--- src/rtl/word_plotter.sv ---
// Word plotter: sequences a character drawer across a word, offsets its pixels
// into screen space, clips them to the visible area and counts what was plotted.
module word_plotter #(
    parameter int CHAR_PITCH = 8,
    parameter int SCREEN_W   = 160,
    parameter int SCREEN_H   = 120,
    parameter int TIMEOUT    = 80
) (
    input  logic       clk,
    input  logic       resetn,
    input  logic       req,
    input  logic [7:0] base_x,
    input  logic [6:0] base_y,
    input  logic [3:0] char_count,
    input  logic       delete,
    output logic       busy,
    output logic       word_done,
    output logic       timeout_err,
    output logic       char_go,
    output logic       char_delete,
    output logic [3:0] char_index,
    input  logic [2:0] rel_x,
    input  logic [2:0] rel_y,
    input  logic [2:0] rel_colour,
    input  logic       char_done,
    output logic [7:0] vga_x,
    output logic [6:0] vga_y,
    output logic [2:0] vga_colour,
    output logic       plot,
    output logic [9:0] plot_count
);

    typedef enum logic [2:0] {IDLE, GO, STREAM, NEXT, FINISH} state_t;

    localparam int             TW    = (TIMEOUT > 2) ? $clog2(TIMEOUT) : 1;
    localparam logic [TW-1:0]  TLAST = TW'(TIMEOUT - 1);
    localparam logic [8:0]     XLIM  = 9'(SCREEN_W);
    localparam logic [8:0]     YLIM  = 9'(SCREEN_H);

    state_t        r_state;
    logic [7:0]    r_base_x;
    logic [6:0]    r_base_y;
    logic [3:0]    r_count;
    logic          r_delete;
    logic [3:0]    r_index;
    logic [TW-1:0] r_timer;
    logic          r_char_go;
    logic          r_word_done;
    logic          r_timeout;
    logic          r_plot;
    logic [7:0]    r_vga_x;
    logic [6:0]    r_vga_y;
    logic [2:0]    r_vga_colour;
    logic [9:0]    r_plot_count;

    logic [8:0]    w_char_off;
    logic [8:0]    w_ax;
    logic [8:0]    w_ay;
    logic          w_in_view;
    logic [3:0]    w_next_index;

    // 9-bit arithmetic so pixels past the right/bottom edge are clipped, not wrapped
    assign w_char_off   = 9'(int'(r_index) * CHAR_PITCH);
    assign w_ax         = {1'b0, r_base_x} + w_char_off + {6'b0, rel_x};
    assign w_ay         = {2'b0, r_base_y} + {6'b0, rel_y};
    assign w_in_view    = (w_ax < XLIM) && (w_ay < YLIM);
    assign w_next_index = r_index + 4'd1;

    always_ff @(posedge clk) begin
        if (!resetn) begin
            r_state      <= IDLE;
            r_base_x     <= '0;
            r_base_y     <= '0;
            r_count      <= '0;
            r_delete     <= 1'b0;
            r_index      <= '0;
            r_timer      <= '0;
            r_char_go    <= 1'b0;
            r_word_done  <= 1'b0;
            r_timeout    <= 1'b0;
            r_plot       <= 1'b0;
            r_vga_x      <= '0;
            r_vga_y      <= '0;
            r_vga_colour <= '0;
            r_plot_count <= '0;
        end else begin
            r_char_go   <= 1'b0;
            r_word_done <= 1'b0;
            r_plot      <= 1'b0;
            case (r_state)
                IDLE: begin
                    if (req) begin
                        r_base_x     <= base_x;
                        r_base_y     <= base_y;
                        r_count      <= char_count;
                        r_delete     <= delete;
                        r_index      <= '0;
                        r_plot_count <= '0;
                        r_timeout    <= 1'b0;
                        if (char_count == 4'd0) begin
                            r_state <= FINISH;
                        end else begin
                            r_state   <= GO;
                            r_char_go <= 1'b1;
                        end
                    end
                end
                GO: begin
                    r_timer <= '0;
                    r_state <= STREAM;
                end
                STREAM: begin
                    // a drawer that finishes on its last allowed cycle is not a timeout
                    if (char_done) begin
                        r_state <= NEXT;
                    end else begin
                        if (w_in_view) begin
                            r_plot       <= 1'b1;
                            r_vga_x      <= w_ax[7:0];
                            r_vga_y      <= w_ay[6:0];
                            r_vga_colour <= r_delete ? 3'b000 : rel_colour;
                            if (r_plot_count != 10'h3FF) begin
                                r_plot_count <= r_plot_count + 10'd1;
                            end
                        end
                        if (r_timer == TLAST) begin
                            r_timeout <= 1'b1;
                            r_state   <= FINISH;
                        end else begin
                            r_timer <= r_timer + 1'b1;
                        end
                    end
                end
                NEXT: begin
                    r_index <= w_next_index;
                    if (w_next_index == r_count) begin
                        r_state <= FINISH;
                    end else begin
                        r_state   <= GO;
                        r_char_go <= 1'b1;
                    end
                end
                FINISH: begin
                    r_word_done <= 1'b1;
                    r_state     <= IDLE;
                end
                default: r_state <= IDLE;
            endcase
        end
    end

    assign busy        = (r_state != IDLE);
    assign word_done   = r_word_done;
    assign timeout_err = r_timeout;
    assign char_go     = r_char_go;
    assign char_delete = r_delete;
    assign char_index  = r_index;
    assign vga_x       = r_vga_x;
    assign vga_y       = r_vga_y;
    assign vga_colour  = r_vga_colour;
    assign plot        = r_plot;
    assign plot_count  = r_plot_count;

endmodule

--- config.mk ---
export PLATFORM = sky130hd
export DESIGN_NAME = word_plotter
export DESIGN_NICKNAME = d
export VERILOG_FILES = /design/src/rtl/word_plotter.sv
export SDC_FILE = /design/constraint.sdc
export NUM_CORES = 1
export LEC_CHECK = 0
export CAP_MARGIN = 40
export CORE_ASPECT_RATIO = 1.5
export CORE_MARGIN = 3
export CORE_UTILIZATION = 39
export CTS_BUF_LIST = sky130_fd_sc_hd__clkbuf_16
export DETAILED_ROUTE_END_ITERATION = 16
export GPL_ROUTABILITY_DRIVEN = 1
export PLACE_DENSITY = 0.59
export SLEW_MARGIN = 10
export SYNTH_ARGS = -nofsm -noshare
export SYNTH_HDL_FRONTEND = slang
export SYNTH_SLANG_ARGS = --single-unit
export TNS_END_PERCENT = 100
--- constraint.sdc ---
create_clock -name clk -period 7.1 [get_ports clk]
set_clock_uncertainty 0.05 [all_clocks]
set_input_delay 1.065 -clock clk [delete_from_list [all_inputs] [get_ports clk]]
set_output_delay 1.065 -clock clk [all_outputs]
set_load 0.005 [all_outputs]
==> flow_summary.yaml, run 1 <==
drt:
  wirelength_microns: 8539
  drt_first_pass_iters: 4
  drc: 0
  antenna_violating_nets_post_route: 0
  wl_per_cell_microns: 14.02
  vias: 3198
  first_iter_violations: 84
  via_per_inst: 5.251
setup_path:
  end_kind: "flip-flop"
  critPathMaxFanout: 11
  r2r_cells: 8
  rrSetupSlack_ns: 3.93
  r2r-end: "vga_y[5]$_SDFFE_PN0P_"
  reg2reg_from: "char_index[0]$_SDFFE_PN0P_"
  crit_required_ns: 7.30
  start_kind: "input pin"
  worstPathArrival_ns: 4.15
  crit_type: "input pin to flip-flop"
synthesis:
  synth_area_leaders: "dfxtp_1 37%, nand2_1 9.9%, mux2i_1 5.4%"
  yosysTopAreaCell: "dfxtp_1"
  synthXorXnorAreaFrac: 0.04462
  synth-edff-count: 0
  synthesis.area_sq_um: 3533
  syn_area_per_cell_sq_um: 8.179
  synth_warnings: 0
  synth_common_cells: "93 x nand2_1, 66 x dfxtp_1, 32 x a21oi_1, 31 x nor2_1, 19 x mux2i_1"
  ys_seq_area_frac: 0.3739
  synthSimpleGateAreaFrac: 0.2341
  synthFlopType: "dfxtp_1"
  synth_top_family_by_area: "simple AND/OR/NAND/NOR gates"
  async_reset_ff_frac: 0
  ys_seq_elements: 66
  syn_nets: 480
  yosys.area.top_type_share: 0.3739
  synth_compound_area_frac: 0.1841
  synthAdderAreaFrac: 0.05737
  synth_cell_types: 57
  synth_mux_area_frac: 0.05701
  syn_inst: 432
  synth.most_common_cell: "nand2_1"
timing:
  worstMarginPinSlew_ns: 0.8357
  rsz0062_at_grt: "no"
  slew_violations: 0
  fin_crit_ns: 3.951
  setup_viol: 0
  fmax_ghz: 0.2531
  min_period_over_period: 0.5565
  fin_tns_setup_ns: 0
  finalHoldViolations: 0
  max_slew_margin: 0.4429
  holdWs_ns: 0.4080
die:
  die_w_microns: 83.72
  die_h_microns: 122.6
  rows: 41
  die_area_sq_um: 10260
  initial_core_util: 0.4100
  io_pins: 71
  core_sq_um: 8618
power_and_ir_drop:
  irDropWorstVdd_uv: 146.5
  switching_share: 0.3059
  p_switching_uw: 328.1
  seqPwrFrac: 0.393
  combPwrFrac: 0.246
  p_clk_frac: 0.361
  power_density_nw_per_um2: 235.6
  power_uw: 1073
  power.internal_uw: 744.6
  p_leak_uw: 0.001807
hold_path:
  holdPathEnd: "vga_y[6]$_SDFFE_PN0P_"
  whs_path_depth: 2
  hp-class: "flip-flop to flip-flop"
  hp-start: "vga_y[6]$_SDFFE_PN0P_"
clock_tree:
  clk_latency_ns: 0.33
  cts_setup_buffers: 0
  clk_pin_slew_ns: 0.05
  clock_path_buffers: 2
  clkSinkCount: 66
  cts_max_level: 3
  cts_tree: "built"
  cts.hold.buffers_added: 0
  post_cts_resized: 0
  cts_buffers: 9
  cts_root_buffer: "clkbuf_16"
grt:
  grt_first_pass_wirelength_microns: 14370
  grt_util_all_layers: 0.1742
  grt_pass1_vias: 3047
  antenna_found_initial: 0
  grt_max_degree: 39
  grt.overflow.total: 0
final_layout:
  drive_gt1_frac: 0.05378
  area_growth_pct: 28.86
  diodes: 0
  layout.nets: 545
  fill_cells: 873
flow_run:
  maxCapViolCount: 0
place:
  io_buffers: 70
  gp_congestion: 0.7935
  dp_hpwl_microns: 6373
outcome:
  status: "finished clean"
-- worst max-delay path, cell delays in order --
cell and delay [ns]:
clkdlybuf4s50_1 0.46, ha_1 0.17, inv_1 0.06, fa_1 0.40, nor2b_1 0.16, o31a_1 0.27
a2bb2oi_1 0.26, a22o_1 0.38, a21o_1 0.47, buf_8 0.23, mux2i_1 0.21
-- cells by family (layout without fill, tap and decap cells) --
| family | Yosys count | after routing |
|---|---|---|
| mux | 20 | 20 |
| buf+inv | 35 | 105 |
| simple gates | 180 | 180 |
| flops | 66 | 66 |
| xor+xnor | 18 | 18 |
| fa+ha+maj | 15 | 15 |
| compound gates | 98 | 98 |
-- cells in the final DEF (no fill, tap or decap), types with 5 or more instances in the layout --
| cell | instances |
|---|---|
| a2111oi_0 | 5 |
| dfxtp_1 | 66 |
| a21oi_1 | 32 |
| nor2_1 | 31 |
| ha_1 | 13 |
| nand3_1 | 7 |
| a21o_1 | 6 |
| clkbuf_16 | 9 |
| o21ai_0 | 16 |
| o31ai_1 | 5 |
| clkdlybuf4s50_1 | 70 |
| inv_1 | 16 |
| mux2i_1 | 19 |
| nor3_1 | 6 |
| o211ai_1 | 6 |
| nand2b_1 | 7 |
| nand3b_1 | 5 |
| xnor2_1 | 10 |
| nand2_1 | 93 |
| xor2_1 | 8 |
| nand4_1 | 7 |
-- power by group through the flow --
| stage | Clock (uW) | Combinational (uW) | Sequential, uW |
|---|---|---|---|
| floorplan | 0 | 186 | 423 |
| global placement | 0 | 259 | 429 |
| detailed placement | 0 | 265 | 430 |
| CTS | 396 | 266 | 422 |
| global route | 417 | 295 | 426 |
| finish | 387 | 264 | 422 |
-- state kept, by name (all words and copies together), names as in the netlist --
name and count:
word_done 1, r_base_y 7, plot_count 10, r_base_x 8, vga_y 7, r_timer 7, vga_x 8, vga_colour 3
char_delete 1, r_count 4, char_go 1, char_index 4, timeout_err 1, r_state 3, plot 1
-- worst max-delay path by stage --
stage / start / end / slack (ns) / cells past startpoint
after global routing: rel_x[0] / vga_colour[1]$_SDFFE_PN0P_ / 2.93 / 11
final: rel_x[0] / vga_y[5]$_SDFFE_PN0P_ / 3.15 / 11
after CTS: rel_x[0] / vga_y[5]$_SDFFE_PN0P_ / 3.13 / 11
after floorplan: rel_x[1] / plot_count[2]$_SDFFE_PN0P_ / 3.90 / 8
after detailed placement: rel_x[0] / vga_y[5]$_SDFFE_PN0P_ / 2.78 / 11
after global placement: rel_x[0] / vga_y[0]$_SDFFE_PN0P_ / 2.65 / 10
-- through the flow --
| stage | instances | area [sq um] | utilization | worst slack, ns |
|---|---|---|---|---|
| finish | 609 | 4553 | 0.5283 | 3.149 |
| global route | 609 | 4553 | 0.5283 | 2.934 |
| CTS | 609 | 4553 | 0.5283 | 3.126 |
| detailed placement | 593 | 4298 | 0.4987 | 2.780 |
| global placement | 590 | 4263 | 0.4946 | 2.647 |
| floorplan | 432 | 3533 | - | 3.899 |
-- routing by layer --
metal / routed length, microns / vias up / GRT usage
li1: - / 1651 / -
met1: 3693 / 1471 / 0.2037
met2: 4429 / 67 / 0.3118
met3: 314 / 9 / 0.03559
met4: 102 / 0 / 0.06740
met5: 0 / - / 0
-- cell type report --
class                           instances  area (sq um)  area share
Clock buffer                            9         225.2     0.04946
Clock inverter                          7         30.03    0.006595
Inverter                               14         52.55     0.01154
Multi-Input combinational cell        331          2039      0.4479
Sequential cell                        66          1321      0.2902
Tap cell                              107         133.9     0.02940
Timing Repair Buffer                   75         750.7      0.1649
Note: power is estimated with default switching activity, not from simulation.
==> run 2: changes to the inputs <==
PLACE_DENSITY = 0.62   (was 0.59)
clock period = 3.5 ns   (was 7.1 ns; I/O delays follow)
==> run 2 against run 1 <==
Die area stayed put. Clock power is 99% higher. Sequential share of layout area is 0.072 points lower. Clock-buffer cell count stayed put. First-iteration DRC count is 23% higher. Combinational power is 110% higher. Sequential power is 100% higher. Critical path type unchanged. Largest cell class unchanged.
==> flow_summary.yaml, run 2 (same netlist as run 1, synthesis figures left out) <==
setup_path:
  critical_path.max_stage_delay_ns: 0.46
  critPathMaxFanout: 7
  critPathBufInv: 3
  cpMaxStageDelayCell: "clkdlybuf4s50_1"
  crit_type: "input pin to flip-flop"
  crit_required_ns: 3.64
  path_cells: "clkdlybuf4s50_1 > ha_1 > inv_1 > fa_1 > nand3b_1 > a221oi_1 > o31a_1 > nand2_1 > buf_4 > a2111oi_0 > o21ai_0"
  worstPathArrival_ns: 3.26
  start_kind: "input pin"
  end_kind: "flip-flop"
  critPathTopFamily: "compound AO/OA/AOI/OAI gates"
timing:
  min_period_over_period: 0.8920
  worstMarginPinSlew_ns: 0.8251
  rsz0062_at_grt: "no"
  finalHoldViolations: 0
  fin_tns_setup_ns: 0
  fin_crit_ns: 3.122
  max_slew_margin: 0.4500
  fmax_ghz: 0.3203
  setup_ws_ns: 0.3780
  slew_violations: 0
  setup_viol: 0
place:
  gp_congestion: 0.8176
  dp_slack_ns: 0.02308
  io_buffers: 70
  dp_hpwl_microns: 6170
  dp.cells: 595
  placed_area_sq_um: 4313
clock_tree:
  cts_buffers: 9
  clkSinkCount: 66
  cts_setup_buffers: 0
  cts_root_buffer: "clkbuf_16"
  clk_latency_ns: 0.33
  cts_max_level: 3
  post_cts_resized: 0
  cts_tree: "built"
  clk_pin_slew_ns: 0.05
  clock_path_buffers: 2
  cts.hold.buffers_added: 0
drt:
  wirelength_microns: 8536
  drc: 0
  wl_per_cell_microns: 13.99
  via_per_inst: 5.230
  first_iter_violations: 103
  antenna_violating_nets_post_route: 0
  vias: 3190
  drt_first_pass_iters: 4
grt:
  grt.overflow.total: 0
  grt_util_all_layers: 0.1751
  antenna_found_initial: 0
  grt_pass1_vias: 3149
  grt_first_pass_wirelength_microns: 14560
  grt_max_degree: 38
final_layout:
  fill_cells: 840
  stdcell_count: 610
  layout_common_cells: "93 x nand2_1, 70 x clkdlybuf4s50_1, 66 x dfxtp_1"
  drive_gt1_frac: 0.05765
  layout.nets: 547
  final_common_cell: "nand2_1"
  final_area_sq_um: 4564
  area_growth_pct: 29.18
  largest_reg_flops: 10
  diodes: 0
hold_path:
  hp-class: "flip-flop to flip-flop"
power_and_ir_drop:
  power_density_nw_per_um2: 475.9
  p_leak_uw: 0.001809
  irDropWorstVdd_uv: 301.4
  power_uw: 2172
flow_run:
  maxCapViolCount: 0
die:
  io_pins: 71
  core_sq_um: 8618
  die_h_microns: 122.6
  rows: 41
  initial_core_util: 0.4100
  die_w_microns: 83.72
  die_area_sq_um: 10260
outcome:
  status: "finished clean"
-- run 2: layout make-up --
type / instances / area [sq um] / area share
Sequential cell: 66 / 1321 / 0.2895
Tap cell: 107 / 133.9 / 0.02933
Timing Repair Buffer: 77 / 765.7 / 0.1678
Inverter: 14 / 52.55 / 0.01151
Clock buffer: 9 / 225.2 / 0.04934
Multi-Input combinational cell: 331 / 2039 / 0.4468
Clock inverter: 6 / 26.28 / 0.005757
-- run 2: stage by stage --
stage / hold WS (ns) / util
finish: 0.4053 / 0.5296
global route: 0.4301 / 0.5296
CTS: 0.4104 / 0.5296
detailed placement: 0.4033 / 0.5004
global placement: 0.3956 / 0.5004
floorplan: 0.3900 / -
-- run 2: path summary, 6_finish.rpt --
path,startpoint,depth (start not counted),slack [ns],endpoint
max,rel_y[0],11,0.38,plot_count[3]$_SDFFE_PN0P_
min reg2reg,vga_x[3]$_SDFFE_PN0P_,2,0.41,vga_x[3]$_SDFFE_PN0P_
max reg2reg,char_index[0]$_SDFFE_PN0P_,7,0.40,plot_count[3]$_SDFFE_PN0P_
min,vga_x[3]$_SDFFE_PN0P_,2,0.41,vga_x[3]$_SDFFE_PN0P_
-- run 2: per-layer routing --
metal | up-vias | track usage | wire, microns
met1 | 1466 | 0.1998 | 3831
met2 | 63 | 0.3212 | 4389
met5 | - | 0 | 0
li1 | 1657 | - | -
met4 | 0 | 0.05835 | 63
met3 | 4 | 0.03962 | 252
-- run 2: where the power goes --
part | total (uW) | switching (uW) | internal, uW
Clock | 770 | 307 | 463
Combinational | 547 | 300 | 246
Sequential | 856 | 48.4 | 808
-- run 2: worst register-to-register path, delay by kind of cell, from the launching register on --
family                   cells  cell delay [ns]
AO/OA/AOI/OAI                4             1.38
flip-flops                   1             0.49
AND/OR/NAND/NOR              2             0.71
adder cells (fa/ha/maj)      1             0.34
